`src/rtl/mmio_csr_bank_pkg.sv`:
```
// mmio_csr_bank_pkg: shared types and helpers for the MMIO CSR bank.
//   - PSL MMIO request/response structs (big-endian bit numbering as on PSL).
//   - Region decode enum, pipeline stage structs.
//   - 2-bit MMIO error encoding {data parity, address parity}.
//   - Half-word write mask and read-mux helper functions.
package mmio_csr_bank_pkg;

    // Width of a register index after (dw_addr - base) >> 1.
    localparam int unsigned IDX_W    = 22;
    // Width of an in-region register select (regions hold up to 16 entries).
    localparam int unsigned SEL_W    = 4;
    localparam int unsigned MAX_REGS = 16;

    typedef logic [1:0] mmio_err_t;
    localparam mmio_err_t MMIO_ERR_NONE = 2'b00;
    localparam mmio_err_t MMIO_ERR_ADDR = 2'b01;
    localparam mmio_err_t MMIO_ERR_DATA = 2'b10;

    typedef struct packed {
        logic        valid;
        logic        cfg;
        logic        read;
        logic        doubleword;
        logic [0:23] address;
        logic        address_parity;
        logic [0:63] data;
        logic        data_parity;
    } MMIOInterfaceInput;

    typedef struct packed {
        logic        ack;
        logic [0:63] data;
        logic        data_parity;
    } MMIOInterfaceOutput;

    typedef enum logic [1:0] {
        REGION_NONE,
        REGION_CTRL,
        REGION_STICKY,
        REGION_RAW
    } csr_region_e;

    // Decoded access, held between decode and register update.
    typedef struct packed {
        logic             valid;
        logic             read;
        logic             dw;
        logic             lo_half;
        csr_region_e      region;
        logic [SEL_W-1:0] sel;
        logic             commit;
        logic [63:0]      wdata;
        mmio_err_t        err;
    } csr_dec_t;

    // Access state carried into the read-mux stage.
    typedef struct packed {
        logic             valid;
        logic             read;
        logic             dw;
        logic             lo_half;
        csr_region_e      region;
        logic [SEL_W-1:0] sel;
    } csr_acc_t;

    // PSL bits [32:63] are the numerically low word, selected by address[23]=1.
    function automatic logic [63:0] half_mask(input logic dw, input logic lo_half);
        if (dw)
            return '1;
        else if (lo_half)
            return {32'h0000_0000, 32'hFFFF_FFFF};
        else
            return {32'hFFFF_FFFF, 32'h0000_0000};
    endfunction

    // 32-bit reads return the selected half replicated onto both halves.
    function automatic logic [63:0] read_mux(input logic dw, input logic lo_half,
                                             input logic [63:0] value);
        if (dw)
            return value;
        else if (lo_half)
            return {value[31:0], value[31:0]};
        else
            return {value[63:32], value[63:32]};
    endfunction

endpackage

```
`src/rtl/mmio_csr_bank_parity.sv`:
```
// mmio_csr_bank_parity: odd-parity generator.
//   data_i   [BITS-1:0] in   word to protect
//   parity_o            out  bit making (data_i, parity_o) contain an odd number of ones
module mmio_csr_bank_parity #(
    parameter int unsigned BITS = 64
) (
    input  logic [BITS-1:0] data_i,
    output logic            parity_o
);

    assign parity_o = ~^data_i;

endmodule

```
`src/rtl/mmio_csr_bank.sv`:
```
// mmio_csr_bank: parametrised PSL MMIO control/status register bank.
//   Window (relative to BASE_ADDR): NUM_CTRL control regs, NUM_STATUS sticky W1C
//   status regs, NUM_STATUS raw status views; everything else reads 0.
//   Pipeline: T+1 capture, T+2 decode, T+3 update/read mux, T+4 ack + data.
// Ports:
//   clock, reset            sole clock; async active-high reset, sync release
//   mmio_in                 PSL MMIO request
//   mmio_out                ack (one cycle), read data, odd data parity
//   ctrl_out   [NUM_CTRL]   control register values
//   status_in  [NUM_STATUS] per-cycle sticky set bits
//   status_clr [NUM_STATUS] one-cycle host clear mask
//   mmio_errors             {data parity, address parity} error pulses
// Build option: MMIO_PARITY_CHECK_EN enables request parity checking; bad-parity
// writes are acked without committing.
module mmio_csr_bank
    import mmio_csr_bank_pkg::*;
#(
    parameter logic [0:23]          BASE_ADDR       = 24'h00_0000,
    parameter int unsigned          NUM_CTRL        = 4,
    parameter int unsigned          NUM_STATUS      = 4,
    parameter logic [NUM_CTRL-1:0]  CTRL_PULSE_MASK = '0
) (
    input  logic                         clock,
    input  logic                         reset,
    input  MMIOInterfaceInput            mmio_in,
    output MMIOInterfaceOutput           mmio_out,
    output logic [NUM_CTRL-1:0][63:0]    ctrl_out,
    input  logic [NUM_STATUS-1:0][63:0]  status_in,
    output logic [NUM_STATUS-1:0][63:0]  status_clr,
    output logic [1:0]                   mmio_errors
);

    localparam logic [22:0]      BASE_DW    = BASE_ADDR[0:22];
    localparam logic [IDX_W-1:0] CTRL_END   = IDX_W'(NUM_CTRL);
    localparam logic [IDX_W-1:0] STICKY_END = IDX_W'(NUM_CTRL + NUM_STATUS);
    localparam logic [IDX_W-1:0] RAW_END    = IDX_W'(NUM_CTRL + 2 * NUM_STATUS);

    MMIOInterfaceInput req_q;
    csr_dec_t          dec_d, dec_q;
    csr_acc_t          acc_q;

    logic [NUM_CTRL-1:0][63:0]   ctrl_d, ctrl_q;
    logic [NUM_STATUS-1:0][63:0] sticky_d, sticky_q;
    logic [NUM_STATUS-1:0][63:0] clr_d, clr_q;
    mmio_err_t                   err_q;
    logic                        ack_q;
    logic [63:0]                 rdata_d, rdata_q;
    logic                        out_par;

    logic             addr_err, data_err;
    logic [22:0]      dw_addr, dw_off;
    logic [IDX_W-1:0] idx, rel;
    logic             wr_en;
    logic [63:0]      wmask;
    logic [63:0]      rd_value;

    // Stage 1: capture request.
    always_ff @(posedge clock or posedge reset) begin
        if (reset)
            req_q <= '0;
        else
            req_q <= mmio_in;
    end

`ifdef MMIO_PARITY_CHECK_EN
    logic addr_par, data_par;

    mmio_csr_bank_parity #(.BITS(24)) u_addr_par (
        .data_i   (req_q.address),
        .parity_o (addr_par)
    );

    mmio_csr_bank_parity #(.BITS(64)) u_data_par (
        .data_i   (req_q.data),
        .parity_o (data_par)
    );

    assign addr_err = req_q.valid & (addr_par != req_q.address_parity);
    assign data_err = req_q.valid & ~req_q.read & (data_par != req_q.data_parity);
`else
    logic unused_req_parity;
    assign unused_req_parity = ^{req_q.address_parity, req_q.data_parity};
    assign addr_err = 1'b0;
    assign data_err = 1'b0;
`endif

    // Stage 2: decode. Addresses below the base are excluded explicitly because
    // the subtraction would otherwise wrap into a huge index.
    always_comb begin
        dw_addr        = req_q.address[0:22];
        dw_off         = dw_addr - BASE_DW;
        idx            = dw_off[22:1];
        rel            = '0;
        dec_d          = '0;
        dec_d.valid    = req_q.valid;
        dec_d.read     = req_q.read;
        dec_d.dw       = req_q.doubleword;
        dec_d.lo_half  = req_q.address[23];
        dec_d.wdata    = req_q.data;
        dec_d.err      = {data_err, addr_err};
        dec_d.commit   = ~(addr_err | data_err);
        dec_d.region   = REGION_NONE;
        if (!req_q.cfg && (dw_addr >= BASE_DW)) begin
            if (idx < CTRL_END) begin
                dec_d.region = REGION_CTRL;
                rel          = idx;
            end else if (idx < STICKY_END) begin
                dec_d.region = REGION_STICKY;
                rel          = idx - CTRL_END;
            end else if (idx < RAW_END) begin
                dec_d.region = REGION_RAW;
                rel          = idx - STICKY_END;
            end
        end
        dec_d.sel = rel[SEL_W-1:0];
    end

    logic unused_decode;
    assign unused_decode = ^{dw_off[0], rel[IDX_W-1:SEL_W]};

    always_ff @(posedge clock or posedge reset) begin
        if (reset)
            dec_q <= '0;
        else
            dec_q <= dec_d;
    end

    // Stage 3: register update. Pulse registers fall back to 0 every cycle
    // unless written, so a written value is visible for exactly one cycle.
    assign wr_en = dec_q.valid & ~dec_q.read & dec_q.commit;
    assign wmask = half_mask(dec_q.dw, dec_q.lo_half);

    always_comb begin
        for (int unsigned i = 0; i < NUM_CTRL; i++) begin
            ctrl_d[i] = CTRL_PULSE_MASK[i] ? '0 : ctrl_q[i];
            if (wr_en && (dec_q.region == REGION_CTRL) && (dec_q.sel == SEL_W'(i)))
                ctrl_d[i] = (ctrl_d[i] & ~wmask) | (dec_q.wdata & wmask);
        end
        for (int unsigned j = 0; j < NUM_STATUS; j++) begin
            clr_d[j] = '0;
            if (wr_en && (dec_q.region == REGION_STICKY) && (dec_q.sel == SEL_W'(j)))
                clr_d[j] = dec_q.wdata & wmask;
            // The clear mask is applied while it is visible on status_clr;
            // OR-ing status_in last lets a same-cycle set win.
            sticky_d[j] = (sticky_q[j] & ~clr_q[j]) | status_in[j];
        end
    end

    always_ff @(posedge clock or posedge reset) begin
        if (reset) begin
            ctrl_q   <= '0;
            clr_q    <= '0;
            sticky_q <= '0;
            err_q    <= MMIO_ERR_NONE;
            acc_q    <= '0;
        end else begin
            ctrl_q        <= ctrl_d;
            clr_q         <= clr_d;
            sticky_q      <= sticky_d;
            err_q         <= dec_q.valid ? dec_q.err : MMIO_ERR_NONE;
            acc_q.valid   <= dec_q.valid;
            acc_q.read    <= dec_q.read;
            acc_q.dw      <= dec_q.dw;
            acc_q.lo_half <= dec_q.lo_half;
            acc_q.region  <= dec_q.region;
            acc_q.sel     <= dec_q.sel;
        end
    end

    // Read mux samples current sticky and raw status during T+3.
    always_comb begin
        rd_value = '0;
        if (acc_q.valid && acc_q.read) begin
            for (int unsigned i = 0; i < NUM_CTRL; i++) begin
                if ((acc_q.region == REGION_CTRL) && (acc_q.sel == SEL_W'(i)) &&
                    !CTRL_PULSE_MASK[i])
                    rd_value = ctrl_q[i];
            end
            for (int unsigned j = 0; j < NUM_STATUS; j++) begin
                if ((acc_q.region == REGION_STICKY) && (acc_q.sel == SEL_W'(j)))
                    rd_value = sticky_q[j];
                if ((acc_q.region == REGION_RAW) && (acc_q.sel == SEL_W'(j)))
                    rd_value = status_in[j];
            end
        end
        rdata_d = read_mux(acc_q.dw, acc_q.lo_half, rd_value);
    end

    // Stage 4: registered response.
    always_ff @(posedge clock or posedge reset) begin
        if (reset) begin
            ack_q   <= 1'b0;
            rdata_q <= '0;
        end else begin
            ack_q   <= acc_q.valid;
            rdata_q <= rdata_d;
        end
    end

    mmio_csr_bank_parity #(.BITS(64)) u_out_par (
        .data_i   (rdata_q),
        .parity_o (out_par)
    );

    assign mmio_out    = '{ack: ack_q, data: rdata_q, data_parity: out_par};
    assign ctrl_out    = ctrl_q;
    assign status_clr  = clr_q;
    assign mmio_errors = err_q;

endmodule

```
`config.mk`:
```
export PLATFORM = sky130hd
export DESIGN_NAME = mmio_csr_bank
export DESIGN_NICKNAME = d
export VERILOG_FILES = /design/src/rtl/mmio_csr_bank_pkg.sv /design/src/rtl/mmio_csr_bank_parity.sv /design/src/rtl/mmio_csr_bank.sv
export SDC_FILE = /design/constraint.sdc
export NUM_CORES = 2
export LEC_CHECK = 0
export ABC_AREA = 1
export BUFFER_PORTS_ARGS = -buffer_cell sky130_fd_sc_hd__buf_4
export CAP_MARGIN = 40
export CORE_AREA = 5 5 361 363
export CTS_CLUSTER_DIAMETER = 30
export CTS_CLUSTER_SIZE = 12
export DETAILED_ROUTE_END_ITERATION = 10
export DIE_AREA = 0 0 366 368
export HOLD_SLACK_MARGIN = 0.08
export PLACE_DENSITY = 0.54
export SLEW_MARGIN = 40
export SYNTH_ARGS = -nofsm -noshare
export SYNTH_HDL_FRONTEND = slang
export SYNTH_SLANG_ARGS = --single-unit
```
`constraint.sdc`:
```
create_clock -name clock -period 107.4 [get_ports clock]
set_clock_uncertainty 0.1 [all_clocks]
set_input_delay 21.48 -clock clock [delete_from_list [all_inputs] [get_ports clock]]
set_output_delay 21.48 -clock clock [all_outputs]
set_load 0.005 [all_outputs]
```
Word level (Yosys, flattened, before mapping)
Cells that the tools add are included.
{ "totals": {"reg_bits": 1010, "latch_bits": 0, "ram_bits": 0, "romBits": 0, "out_inout_bits": 580, "memories": 0} }
{ "classes": {"add_sub_neg": 2, "multipliers": 0, "n_div": 0, "magnitude_cmp": 4, "n_eq_ne": 11, "shifts": 0, "mux": 29, "bitwise_logic": 25, "n_reduce_logical": 28} }
{ "op_table": {"columns": ["operator", "n"], "rows": [
  ["two-way mux 64 bit", 21],
  ["AND 64 bit", 9],
  ["bitwise OR 64 bit", 8],
  ["inverter 64 bit", 5],
  ["XNOR reduction 64 bit", 1],
  ["< comparator 22 x 4 -> 1 bit (second input constant)", 2],
  ["logical AND 1 bit", 24],
  ["greater-or-equal comparator 23 x 1 -> 1 bit (second input constant)", 1],
  ["< comparator 22 x 3 -> 1 bit (second input constant)", 1],
  ["== test 4 x 2 -> 1 bit (second input constant)", 4],
  ["two-way mux 4 bit", 4],
  ["== test 4 x 1 -> 1 bit (second input constant)", 2],
  ["zero test 4 bit", 2],
  ["two-way mux 2 bit", 4],
  ["== test 2 bit (second input constant)", 3],
  ["== test 2 x 1 -> 1 bit (second input constant)", 2],
  ["subtractor 4 x 3 -> 4 bit (second input constant)", 1],
  ["subtractor 4 bit (second input constant)", 1],
  ["AND 1 bit", 2],
  ["zero test 1 bit", 1],
  ["inverter 1 bit", 1]
]} }

Longest topological paths before layout
{ "logic_depth": {"word_depth": 17, "ltp_mapped": 17, "ltp_nobuf": 16} }

Hierarchy
A second synthesis with hierarchy kept.
{ "hier_totals": {"hier_cells": 4683, "area_unflattened_um2": 41387.2} }
{ "by_module_without_submodules": {"columns": ["mod", "n_inst", "cells_per_inst", "area_each_um2", "seq_area_each_um2"], "rows": [
  ["mmio_csr_bank", 1, 4297, 39806.9, 25249.2],
  ["mmio_csr_bank_parity", 1, 386, 1580.3, 0.0]
]} }

Worst setup path before layout
Ideal clock, no wire load.
{ "synth_path": {"path_kind": "flip-flop to output port", "from": "reg rdata_q[43]", "to": "out mmio_out[0] (netlist bit)", "arrival_ps": 1420, "required_time_ps": 85820, "setup_slack_ps": 84400, "path_stages_with_launch": 10, "path_buffers": 1, "cell_sequence": "dfrtp_1 > xor2_1 > xnor2_1 > xnor2_1 > xnor2_1 > xnor2_1 > inv_1 > nand2_1 > nand2_1 > buf_4"} }
{ "synth_between": {"elab_chain_len": 1} }
{ "synth_lines": {"columns": ["element", "line", "source"], "rows": [
  ["from (decl)", "mmio_csr_bank.sv:47", "logic [63:0] rdata_d, rdata_q;"],
  ["from (signal assigned)", "mmio_csr_bank.sv:196", "rdata_q <= rdata_d;"],
  ["XNOR reduction 64 bit", "mmio_csr_bank_parity.sv:11", "assign parity_o = ~^data_i;"],
  ["to (decl)", "mmio_csr_bank.sv:26", "output MMIOInterfaceOutput mmio_out,"]
]} }
No other way between the ends.

==> impl_metrics.yaml <==
placed_design:
  post-dp-hpwl_microns: 146000
  gp_congestion: 0.949
  port_buffers: 926
  dp_slack_ns: 82.88
  place_area_sq_mm: 0.0490
clocking:
  cts.repair.resized: 0
  clkSinkCount: 1009
  cts_buffer_depth: 3
  numCtsBuffers: 238
  post_cts_buffers: 0
  cts_max_level: 4
  clock-root-buffer: "clkbuf_16"
  cts_tree: "built"
  clk_pin_slew_worst_paths_ns: 0.05
  hold_buffers: 0
  clock_latency_ns: 0.85
yosys:
  synth_top_cell_area_share: 0.627
  synthArstFlopShare: 1.00
  ys_ff_latch: 1009
  synth_edf_count: 0
  synth_common_cells: "1,077 x nand2_1, 1,009 x dfrtp_1, 561 x nor2_1"
  avgSynthCellArea_sq_um: 9.28
  yosys_most_used_dff: "dfrtp_1"
  yosysTopAreaCell: "dfrtp_1"
  synth.top_cells.by_area: "dfrtp_1 63%, nand2_1 10%, nor2_1 5.2%, inv_1 4.1%, o21bai_1 3.9%"
  synthesis.area_sq_mm: 0.0403
  synthCells: 4340
  yosys_warnings: 0
  post_synth_num_cell_types: 37
  yosysSeqAreaShare: 0.627
  synthMostInstantiatedCell: "nand2_1"
floorplanning:
  fp.dieH_microns: 368
  initial_utilization: 0.318
  num_rows: 131
  boundaryPins: 932
  die_area_sq_mm: 0.135
  chipWidth_microns: 366
  design.core.area_sq_mm: 0.127
routing:
  drc: 0
  top_layer: "met5"
  ant_nets: 0
  vias: 35900
  wire_per_inst_microns: 27.1
  met3_length_microns: 18300
  routed_via_density: 4.93
  drtIter0Drc: 3758
  met1_length_microns: 82000
  wirelength_microns: 197000
  drtPass1Iterations: 6
  wl_met2_microns: 88300
sta:
  setup_viol: 0
  finalSetupTns_ns: 0
  slew_viol_final: 0
  hold_viol_final: 0
  timing.final.crit_share: 0.226
  rsz0062_at_grt: "no"
  worstMarginPinSlew_ns: 1.02
  fmax_mhz: 41.2
  relSlewSlack: 0.315
  final.setup.worst_slack_ns: 83.10
  min_period_ns: 24.30
setup_path:
  cp-start-kind: "flip-flop"
  cp_max_fo: 2
  required_ns: 85.82
  crit_path_end_kind: "primary output"
  crit_top_cell: "xnor2_1"
  crit_arrival_ns: 2.72
  max_stage_delay_ns: 0.49
  slowest_stage: "dfrtp_1"
  critPathKind: "flip-flop to primary output"
  worstPathCellList: "xnor2_1 > xnor2_1 > xnor2_1 > xnor2_1 > xnor2_1 > inv_1 > nand2_1 > nand2_1 > buf_4"
final_layout:
  final_util: 0.455
  area_growth_pct: 43.3
  drive_gt1_frac: 0.261
  fillers: 12300
  final_cell_area_sq_mm: 0.0577
  nNetsFinal: 5726
grt:
  antenna_found_initial: 31
  grt_max_degree: 116
  grt_usage: 0.285
  grt_pass1_wl_microns: 271000
  grt-ovfl-total: 0
  grt_pass1_vias: 35200
power_and_ir_drop:
  power_density_mw_per_mm2: 20.5
  leakage_nw: 30.7
  fin_total_pwr_mw: 1.18
  vdd_drop_max_uv: 15.7
min_path:
  hold_path_class: "flip-flop to flip-flop"
outcome:
  status: "complete, no violations"
job:
  maxCapViolCount: 0
==> metal layers <==
layer,global-route usage,up-vias
met5,0,-
met4,0.121,6
met3,0.0854,331
met2,0.435,1747
met1,0.378,17900
li1,-,15900
==> worst max-delay path, delay by kind of cell (launching register included) <==
family / cells / cell delay, ns
flip-flops: 1 / 0.49
AND/OR/NAND/NOR: 2 / 0.10
buffers and inverters: 2 / 0.19
XOR/XNOR: 5 / 1.12
==> stage by stage <==
stage,hold slack [ns],std cells
finish,0.214,7274
global route,0.218,7262
CTS,0.213,7243
detailed placement,0.235,6793
global placement,0.231,6792
floorplan,0.231,4341
==> logic make-up (layout without fill, tap and decap cells) <==
group | count (synthesis) | count (layout) | share of synthesized area
DFF | 1009 | 1009 | 0.627
other | 2 | 33 | 0.000187
buffers and inverters | 643 | 1884 | 0.0636
AOI/OAI and AO/OA | 650 | 650 | 0.0942
and+or+nand+nor | 1972 | 1972 | 0.201
xor gates and xnor gates | 62 | 62 | 0.0135
adders and majority gates | 2 | 2 | 0.000621
==> area by class of cell <==
class / instances / area [sq um] / share of cell area
flip-flops and latches: 1009 / 25300 / 0.438
multi-input cells: 2689 / 12500 / 0.217
repair buffers: 985 / 7480 / 0.130
clock buffers: 296 / 6490 / 0.113
well taps: 1662 / 2080 / 0.0360
clock inverters: 154 / 2060 / 0.0358
inverters: 449 / 1700 / 0.0295
diodes: 30 / 75.1 / 0.00130
==> where the power goes <==
part	total [mW]	internal, mW	switching [mW]
clock network	0.753	0.510	0.243
registers	0.388	0.385	0.00247
logic	0.0413	0.0146	0.0266
==> final timing paths <==
| kind | startpoint | to | slack, ns | cells past startpoint |
|---|---|---|---|---|
| worst max-delay path | rdata_q[59] | mmio_out[0] | 83.10 | 9 |
| worst min register to register | dec_d[36] | dec_q[36] | 0.21 | 0 |
| worst min-delay path | dec_d[36] | dec_q[36] | 0.21 | 0 |
| worst max register to register | acc_q[5] | rdata_q[54] | 103.37 | 17 |
| min in group asynchronous | reset | asynchronous set/reset pin | 20.61 | 2 |
| max in group asynchronous | reset | sticky_q[184] | 84.03 | 5 |
==> cell usage in the layout, fill, tap and decap left out, drive strengths merged, types with 5 or more instances in the layout <==
cell         n
nand2     1080
dfrtp     1009
buf        985
nor2       576
inv        454
o21ai      305
clkbuf     296
o21bai     208
nand3      179
a21oi      128
nand4      120
clkinv      83
xnor2       51
bufinv      34
clkinvlp    32
diode       30
xor2        11
nor3         7
or2          5
a21boi       5
No activity file was read; power rests on OpenSTA's default activity.
